**config.mk**
```make
export PLATFORM = sky130hd
export DESIGN_NAME = interface_hcsr04_medida
export DESIGN_NICKNAME = d
export VERILOG_FILES = /design/src/rtl/sonar_pkg.sv /design/src/rtl/contador_bcd_cm.sv /design/src/rtl/interface_hcsr04_medida.sv
export SDC_FILE = /design/constraint.sdc
export NUM_CORES = 1
export LEC_CHECK = 0
export CAP_MARGIN = 0
export CORE_MARGIN = 5
export CORE_UTILIZATION = 58
export DETAILED_ROUTE_END_ITERATION = 8
export GPL_TIMING_DRIVEN = 0
export PLACE_DENSITY_LB_ADDON = 0.15
export SLEW_MARGIN = 10
export SYNTH_ARGS = -nofsm -noshare
export SYNTH_HDL_FRONTEND = slang
export SYNTH_SLANG_ARGS = --single-unit
```
**constraint.sdc**
```tcl
create_clock -name clock -period 2.5 [get_ports clock]
set_clock_uncertainty 0.15 [all_clocks]
set_input_delay 0.5 -clock clock [delete_from_list [all_inputs] [get_ports clock]]
set_output_delay 0.5 -clock clock [all_outputs]
set_load 0.01 [all_outputs]
```
**src/rtl/sonar_pkg.sv**
```systemverilog
// Shared definitions for the sonar measurement path: FSM state codes, default timing constants, BCD limits.
// Latency: n/a (types, constants and a combinational helper only).
// Backpressure: n/a.
// Contents: estado_t (4-bit codes, also decoded by the hex debug path), CICLOS_*_PADRAO,
//           BCD_MAX, BCD_TIMEOUT, bcd_incrementa() (saturating 3-digit BCD increment).
package sonar_pkg;

   typedef enum logic [3:0] {
      INICIAL       = 4'h0,
      PREPARA       = 4'h1,
      ENVIA_TRIGGER = 4'h2,
      ESPERA_ECHO   = 4'h3,
      MEDINDO       = 4'h4,
      ARMAZENA      = 4'h5,
      FINAL         = 4'h6
   } estado_t;

   // Defaults for a 50 MHz clock
   localparam int CICLOS_TRIGGER_PADRAO = 500;        // 10 us
   localparam int CICLOS_CM_PADRAO      = 2941;       // 58.82 us of echo per cm
   localparam int CICLOS_TIMEOUT_PADRAO = 1_500_000;  // 30 ms

   localparam logic [11:0] BCD_MAX     = 12'h999;
   localparam logic [11:0] BCD_TIMEOUT = 12'hFFF;

   // Adds one to a 3-digit BCD value; 999 stays at 999.
   function automatic logic [11:0] bcd_incrementa(input logic [11:0] v);
      logic [3:0] c, d, u;
      {c, d, u} = v;
      if (v != BCD_MAX) begin
         if (u != 4'd9) begin
            u = u + 4'd1;
         end else begin
            u = 4'd0;
            if (d != 4'd9) begin
               d = d + 4'd1;
            end else begin
               d = 4'd0;
               c = c + 4'd1;
            end
         end
      end
      return {c, d, u};
   endfunction

endpackage

```
**src/rtl/contador_bcd_cm.sv**
```systemverilog
// 3-digit BCD centimetre counter with synchronous clear, count enable and saturation at 999.
// Latency: 1 clock from limpa/conta to the registered count; proximo shows the next value combinationally.
// Backpressure: none; every enabled cycle counts.
// Ports: clock, reset (sync, active-high), limpa (clear, wins over conta), conta (increment),
//        proximo[11:0] (value the counter takes at the next edge, so a caller can register it in step).
module contador_bcd_cm
   import sonar_pkg::*;
(
   input  logic        clock,
   input  logic        reset,
   input  logic        limpa,
   input  logic        conta,
   output logic [11:0] proximo
);

   logic [11:0] valor;

   always_comb begin
      proximo = valor;
      if (limpa) begin
         proximo = 12'h000;
      end else if (conta) begin
         proximo = bcd_incrementa(valor);
      end
   end

   always_ff @(posedge clock) begin
      if (reset) begin
         valor <= 12'h000;
      end else begin
         valor <= proximo;
      end
   end

endmodule

```
**src/rtl/interface_hcsr04_medida.sv**
```systemverilog
// HC-SR04 front end: fires the trigger, times the echo and returns the distance in cm (rounded) as 3-digit BCD.
// Latency: pronto rises 2 clocks after the first clock the synchronized echo reads 0 (4 clocks after the pin falls).
// Backpressure: none; medir is only looked at in INICIAL, requests arriving elsewhere are dropped.
// Ports: clock, reset (sync, active-high), medir (start), echo (async pin), trigger, medida[11:0] BCD cm,
//        pronto (1-cycle result strobe), timeout (1-cycle abort strobe, with pronto), db_estado[3:0] (state code).
// Option: define INTERFACE_HCSR04_TIMEOUT_EN to abort after CICLOS_TIMEOUT clocks in ESPERA_ECHO+MEDINDO
//         (medida=FFF, timeout with pronto); otherwise the FSM waits for echo forever and timeout stays 0.
module interface_hcsr04_medida
   import sonar_pkg::*;
#(
   parameter int CICLOS_TRIGGER = CICLOS_TRIGGER_PADRAO,
   parameter int CICLOS_CM      = CICLOS_CM_PADRAO,
   parameter int CICLOS_TIMEOUT = CICLOS_TIMEOUT_PADRAO
)(
   input  logic        clock,
   input  logic        reset,
   input  logic        medir,
   input  logic        echo,
   output logic        trigger,
   output logic [11:0] medida,
   output logic        pronto,
   output logic        timeout,
   output logic [3:0]  db_estado
);

   // One tick counter serves the trigger width and, when enabled, the timeout.
   localparam int TW = $clog2(CICLOS_TRIGGER + CICLOS_TIMEOUT + 1);
   localparam int RW = $clog2(CICLOS_CM + 1);

   localparam logic [TW-1:0] TICK_TRIGGER_FIM = TW'(CICLOS_TRIGGER - 1);
   localparam logic [RW-1:0] RES_FIM          = RW'(CICLOS_CM - 1);
   localparam logic [RW-1:0] RES_META         = RW'(CICLOS_CM / 2);

   estado_t       estado;
   logic [TW-1:0] tick;
   logic [RW-1:0] residual;
   logic [RW-1:0] residual_prox;
   logic          echo_m, echo_s, echo_s_d;
   logic          subida_echo;
   logic          conta_eco;
   logic          bcd_limpa, bcd_conta;
   logic [11:0]   bcd_prox;
   logic          estouro;

   // Two-flop synchronizer, plus one more stage for edge detection.
   always_ff @(posedge clock) begin
      if (reset) begin
         echo_m   <= 1'b0;
         echo_s   <= 1'b0;
         echo_s_d <= 1'b0;
      end else begin
         echo_m   <= echo;
         echo_s   <= echo_m;
         echo_s_d <= echo_s;
      end
   end

   assign subida_echo = echo_s & ~echo_s_d;

   // The rising-edge cycle is already a high echo cycle, so it is counted too.
   assign conta_eco     = (estado == MEDINDO && echo_s) || (estado == ESPERA_ECHO && subida_echo);
   assign residual_prox = (residual == RES_FIM) ? '0 : residual + 1'b1;

   // Whole-cm carries during the echo, plus the single round-half-up step in ARMAZENA.
   assign bcd_limpa = (estado == PREPARA);
   assign bcd_conta = (conta_eco && residual == RES_FIM) ||
                      (estado == ARMAZENA && residual >= RES_META);

   contador_bcd_cm u_contador_bcd_cm (
      .clock   (clock),
      .reset   (reset),
      .limpa   (bcd_limpa),
      .conta   (bcd_conta),
      .proximo (bcd_prox)
   );

`ifdef INTERFACE_HCSR04_TIMEOUT_EN
   assign estouro = (estado == ESPERA_ECHO || estado == MEDINDO) &&
                    (tick == TW'(CICLOS_TIMEOUT - 1));
`else
   assign estouro = 1'b0;
`endif

   always_ff @(posedge clock) begin
      if (reset) begin
         estado   <= INICIAL;
         trigger  <= 1'b0;
         medida   <= 12'h000;
         pronto   <= 1'b0;
         timeout  <= 1'b0;
         tick     <= '0;
         residual <= '0;
      end else begin
         pronto  <= 1'b0;
         timeout <= 1'b0;
         case (estado)
            INICIAL: begin
               if (medir) estado <= PREPARA;
            end
            PREPARA: begin
               tick     <= '0;
               residual <= '0;
               trigger  <= 1'b1;
               estado   <= ENVIA_TRIGGER;
            end
            ENVIA_TRIGGER: begin
               if (tick == TICK_TRIGGER_FIM) begin
                  tick    <= '0;   // restarts as the timeout count
                  trigger <= 1'b0;
                  estado  <= ESPERA_ECHO;
               end else begin
                  tick <= tick + 1'b1;
               end
            end
            ESPERA_ECHO, MEDINDO: begin
`ifdef INTERFACE_HCSR04_TIMEOUT_EN
               tick <= tick + 1'b1;
`endif
               if (estouro) begin
                  medida  <= BCD_TIMEOUT;
                  pronto  <= 1'b1;
                  timeout <= 1'b1;
                  estado  <= INICIAL;
               end else if (estado == ESPERA_ECHO) begin
                  if (subida_echo) begin
                     residual <= residual_prox;
                     estado   <= MEDINDO;
                  end
               end else if (echo_s) begin
                  residual <= residual_prox;
               end else begin
                  estado <= ARMAZENA;
               end
            end
            ARMAZENA: begin
               // bcd_prox already includes the rounding increment taken this cycle.
               medida <= bcd_prox;
               pronto <= 1'b1;
               estado <= FINAL;
            end
            FINAL: begin
               estado <= INICIAL;
            end
            default: estado <= INICIAL;
         endcase
      end
   end

   assign db_estado = estado;

endmodule

```
Word level (Yosys, flattened, before mapping)
Cells that the tools add are included.

Bits of input ports: 4. Logic and storage cells: 72. Flip-flop bits (word level): 66. Output and inout port bits: 19.

Reductions and logical operators: 13. Equal/unequal tests: 15. Muxes and demuxes: 26. Add/sub/neg operators: 5. Magnitude comparators: 1. Bitwise operators: 2.

Operators by type and width (number): two-way mux 12 bit (6); two-way mux 4 bit (13); case mux 21 bit (2 select lines) (1); case mux 12 bit (2 select lines) (1); adder 21 x 1 -> 21 bit (second input constant) (1); equality test 21 x 9 -> 1 bit (second input constant) (1); two-way mux 21 bit (1); case mux 4 bit (5 select lines) (1); adder 12 x 1 -> 12 bit (second input constant) (1); adder 4 x 1 -> 4 bit (second input constant) (3); equality test 12 bit (second input constant) (1); >= comparator 12 x 11 -> 1 bit (second input constant) (1); != test 12 bit (second input constant) (1); != test 3 bit (second input constant) (3); equality test 4 x 2 -> 1 bit (second input constant) (2); equality test 4 x 3 -> 1 bit (second input constant) (2); != test 4 bit (second input constant) (2); equality test 4 x 1 -> 1 bit (second input constant) (1); logical AND 1 bit (4); logical NOT 4 bit (1); != test 2 bit (second input constant) (2); AND reduction 4 bit (1); nonzero test 2 bit (2); AND reduction 3 bit (1); other kinds (7) (9).

Longest topological paths before layout
Word-level depth: 8. Mapped depth: 9. Gate-level depth less buffers: 8.

By module
A second synthesis with hierarchy kept.

Cell total of the unflattened synthesis: 441. Area, all modules: 3599.7 µm².

By module, submodules not included: interface_hcsr04_medida (area an instance 2720.1 µm², cells an instance 335, sequential area each 1061.0 µm², times used 1); contador_bcd_cm (area an instance 879.6 µm², cells an instance 106, sequential area each 240.2 µm², times used 1).

Least setup slack after synthesis
OpenSTA, ideal clock, no wires.

Kind: flip-flop to flip-flop. Start: register estado[1], in the netlist db_estado[1]. End: register medida[9]. Data arrival time: 1.899 ns. Clock period less this slack: 2.115 ns. Setup slack: 0.385 ns. Setup time: 0.066 ns. Data required time: 2.284 ns. Cell stages (with the launch flop): 8. Buffers on the path: 1. Path through: dfxtp_1 nand3b_2 or3_1 a21oi_2 buf_4 o211ai_4 mux2_4 a21oi_2.

Longest elaborated chain between the ends: 7. Elaborated cells between the ends (all ways): 12. Those cells by class: 4 x eq/ne; 2 x mux; 6 x reduce/logical.

RTL lines: start, declared (RTL line interface_hcsr04_medida.sv:34) `estado_t estado;`; start signal, assigned (RTL line interface_hcsr04_medida.sv:86) `estado <= INICIAL;`; start signal, assigned (RTL line interface_hcsr04_medida.sv:98) `if (medir) estado <= PREPARA;`; start signal, assigned (RTL line interface_hcsr04_medida.sv:104) `estado <= ENVIA_TRIGGER;`; equality test 4 x 3 -> 1 bit / equality test 4 x 2 -> 1 bit (equally long branches) (RTL line interface_hcsr04_medida.sv:61, interface_hcsr04_medida.sv:96); logical AND 1 bit (RTL line interface_hcsr04_medida.sv:61) `assign conta_eco = (estado == MEDINDO && echo_s) || (estado == ESPERA_ECHO && subida_echo);`; logical OR 1 bit (RTL line interface_hcsr04_medida.sv:61); logical AND 1 bit (RTL line interface_hcsr04_medida.sv:66) `assign bcd_conta = (conta_eco && residual == RES_FIM) ||`; logical OR 1 bit (RTL line interface_hcsr04_medida.sv:66); two-way mux 12 bit (RTL line contador_bcd_cm.sv:22) `end else if (conta) begin`; two-way mux 12 bit (RTL line contador_bcd_cm.sv:20) `if (limpa) begin`; end signal, assigned (RTL line interface_hcsr04_medida.sv:137) `medida <= bcd_prox;`; end, declared (RTL line interface_hcsr04_medida.sv:20) `output logic [11:0] medida,`.

Parallel ways exist; a longest one is shown, timed or not. A chain may end at the register's enable or synchronous reset.

Worst setup path after layout
Same ends and word-level chain as after synthesis.

==> summary.md <==
| Metric | Value |
|---|---|
| Max rail drop VDD | 455 uV |
| EDFF count, synth | 0 |
| Min Clock Period, post-route | around 2300 ps |
| Crit Path Class | register to register |
| Area delta synth->final | 16.1% |
| Post-CTS setup buffers | 0 |
| R2r startpoint | db_estado[1]$_SDFFE_PP0P_ |
| Clock latency on the worst-skew pair | 340 ps |
| Share of cells above drive strength 1 | under 10% |
| Endpoint arrival time on the critical path | between 2000 and 2500 ps |
| CTS clk-pin slew, worst paths | approximately 70 ps |
| WL final | 7.09 mm |
| Synthesized area | 3220 sq um |
| Slew of the pin with the lowest slew margin | between 600 and 700 ps |
| Number of global-route vias before repair | ~2,600 |
| Die W | 84.5 um |
| Ys flop type | dfxtp_1 |
| CORE AREA | between 5000 and 6000 sq um |
| Number of synthesized register bits | 65 |
| Worst Reg-to-Reg Cells | 7 |
| Worst slew margin | approximately three fifths |
| Crit share post-route | between 90% and 100% |
| Share of the synthesized area in the top cell type | approximately 40% |
| Clock buffer count from CTS | 9 |
| Max Clock Freq | 440 MHz |
| Worst setup SP type | register |
| R2R setup slack | ~230 ps |
| Max Root-Sink Buffers | 2 |
| Critical R2R Capture | medida[9]$_SDFFE_PP0P_ |
| Commonest cells post-synth | dfxtp_1, nor2_1, o21ai_0 |
| Pin count of the biggest net entering global routing | 12 |
| Vias per cell | a little under 6 |
| Register Area | ~1300 sq um |
| Avg Inst Size Synth | slightly above 8 sq um |
| Seq/Total Area, Yosys | between 40% and 50% |
| Site row count | 27 |
| Antenna-violating nets left | 0 |
| I/O pins | 23 |
| Most frequent CP cell | a21oi_2 |
| Multi-input logic area | 1790 sq um |
| Root buffer cell | clkbuf_8 |
| Area leader, netlist | dfxtp_1 |
| Initial Utilization | approximately three fifths |
| Max cap viols | 0 |
| Top cells by area, synth | dfxtp_1, nor2_1, o21ai_0 |
| Setup crit end | medida[9]$_SDFFE_PP0P_ |
| Buffers on Ports | 19 |
| Status | complete, no violations |
| Hold WS | between 300 and 400 ps |
| Slew Limit Fails | 0 |
| Crit-path max cell delay | between 400 and 500 ps |
| # nets final | about 430 |
| Synth warnings | 0 |
| Pwr Total | between 2 and 3 mW |
| Crit-path slowest cell | or3_1 |
| Sum of negative setup slack | 0 ps |
| Detailed placer's ending HPWL | 4.92 mm |
| CTS tree | done |
| Most instantiated library cell after synthesis | dfxtp_1 |
| Critical Path Sink Type | register |
| Post-cts hold buffer count | 0 |
| CP required | ~2600 ps |
| Pre-Repair DR Iteration Count | 5 |
| Die footprint | between 7000 and 8000 sq um |
| Setup Viol. Count Final | 0 |
| Worst Hold Class | register to register |
| Vias | around 2,900 |
| Antenna violations before repair | 0 |
| Cells after synthesis | 388 |
| Static leakage | around 1.3 nW |
| Total gr overflow | 0 |
| CTS sink count | 65 |
| GRT Total Usage | roughly a fifth |
| RSZ-0062 raised after global routing | false |
| Placer congestion estimate | 0.887 |
| Placed Instances | 480 |
| Fillers | between 400 and 500 |
| DRC | 0 |
| Finished Layout Cells | ~500 |
| Async set-reset flop share out of synthesis | 0% |
| Setup crit start | db_estado[1]$_SDFFE_PP0P_ |
| Crit path cell chain | nand3b_2, or3_1, a21oi_2, buf_4, o211ai_4, mux2_4, a21oi_2 |
| PD cells | 687 nW/um^2 |
| Setup ws final | 227 ps |
| Initial DRC count | around 150 |
| First-pass GRT wire length | about 12 mm |
| Worst slack at placement | ~53 ps |
| Die Ht | 84.5 um |
| Yosys cell types | 58 |
| H-tree levels | 3 |
| DR WL/cell | 14.3 um |
| CP Max Fanout | 10 |
| Fin. Hold Viols | 0 |
| Diodes inserted | 0 |
[critical path: cells and delay by family (launching register included)]
kind | cells | cell delay [ps]
simple gates | 2 | 780
mux | 1 | 330
flops | 1 | 370
buf+inv | 1 | 200
compound gates | 3 | 400
[sequential cells by signal (all words and copies together), names as in the netlist]
| name | cells |
|---|---|
| db_estado | 3 |
| echo_m | 1 |
| echo_s | 1 |
| echo_s_d | 1 |
| medida | 12 |
| pronto | 1 |
| residual | 12 |
| tick | 21 |
| trigger | 1 |
| u_contador_bcd_cm.valor | 12 |
[power by group]
| part | leakage (nW) | total (mW) | switching (mW) | internal [mW] |
|---|---|---|---|---|
| clock network | 0.115 | 1.02 | 0.406 | 0.612 |
| registers | 0.525 | 1.11 | 0.0402 | 1.07 |
| logic | 0.685 | 0.443 | 0.279 | 0.163 |
| total | 1.32 | 2.57 | 0.726 | 1.84 |
[layout make-up]
cell class	instances	area share (%)
multi-input cells	294	47.9
clock inverters	5	2.08
flip-flops and latches	65	34.8
plain buffers	16	2.21
repair buffers	19	5.09
well taps	72	2.41
inverters	14	1.41
clock buffers	11	4.05
[per-layer routing]
metal / part of all wire [%] / up-vias / global-route usage [%]
li1: - / 1452 / -
met1: 49 / 1332 / 28.1
met2: 45 / 69 / 31.9
met3: 4.5 / 13 / 5.50
met4: 1.9 / 0 / 5.90
met5: 0 / - / 0
[cells by family (layout without fill, tap and decap cells)]
logic type | Yosys count | count (layout) | synth area share (%)
AOI/OAI and AO/OA | 101 | 101 | 19.9
xor gates and xnor gates | 18 | 18 | 4.90
adders and majority gates | 8 | 8 | 3.11
buffers and inverters | 30 | 65 | 4.12
DFF | 65 | 65 | 40.4
muxes | 4 | 4 | 1.40
other | 1 | 2 | 0.117
and+or+nand+nor | 161 | 161 | 26.0
[worst min-delay path by stage]
stage | from | end | slack [ps] | depth (start not counted)
2_1_floorplan | echo_m$_SDFF_PP0_ | echo_s$_SDFF_PP0_ | 260 | 1
3_3_place_gp | echo_m$_SDFF_PP0_ | echo_s$_SDFF_PP0_ | 270 | 1
3_5_place_dp | echo_m$_SDFF_PP0_ | echo_s$_SDFF_PP0_ | 270 | 1
4_1_cts | echo_m$_SDFF_PP0_ | echo_s$_SDFF_PP0_ | 300 | 1
5_1_grt | echo_m$_SDFF_PP0_ | echo_s$_SDFF_PP0_ | 330 | 1
6_report | echo_m$_SDFF_PP0_ | echo_s$_SDFF_PP0_ | 300 | 1
[placed cells by master (no fill, tap or decap), types with 3 or more instances in the layout]
master	instances
clkdlybuf4s50_1	19
and3_1	4
clkbuf_1	7
nor3_1	9
o21ai_0	38
nand4_1	12
o31ai_1	3
o211ai_1	4
a31oi_1	7
a21oi_1	25
nor2b_1	7
and4_1	4
buf_4	3
xnor2_1	8
or3_1	6
xor2_1	10
ha_1	8
nand3b_1	3
nand2b_1	4
nor4_1	6
nor2_1	52
nand2_1	25
o2111ai_1	4
nand3_1	14
dfxtp_1	65
inv_1	14
mux2i_1	3
clkbuf_8	11
[stage by stage]
stage / util, % / cell area [sq um]
2_1_floorplan: - / 3220
3_3_place_gp: 64.4 / 3500
3_5_place_dp: 64.4 / 3500
4_1_cts: 68.6 / 3730
5_1_grt: 68.7 / 3740
6_report: 68.7 / 3740
[repair_timing]
item                                   CTS  global route
endpoints found under the hold margin    0             0
gates resized for setup                  0             6
setup endpoints to repair                0            17
Power figures use the tool's default switching activity.
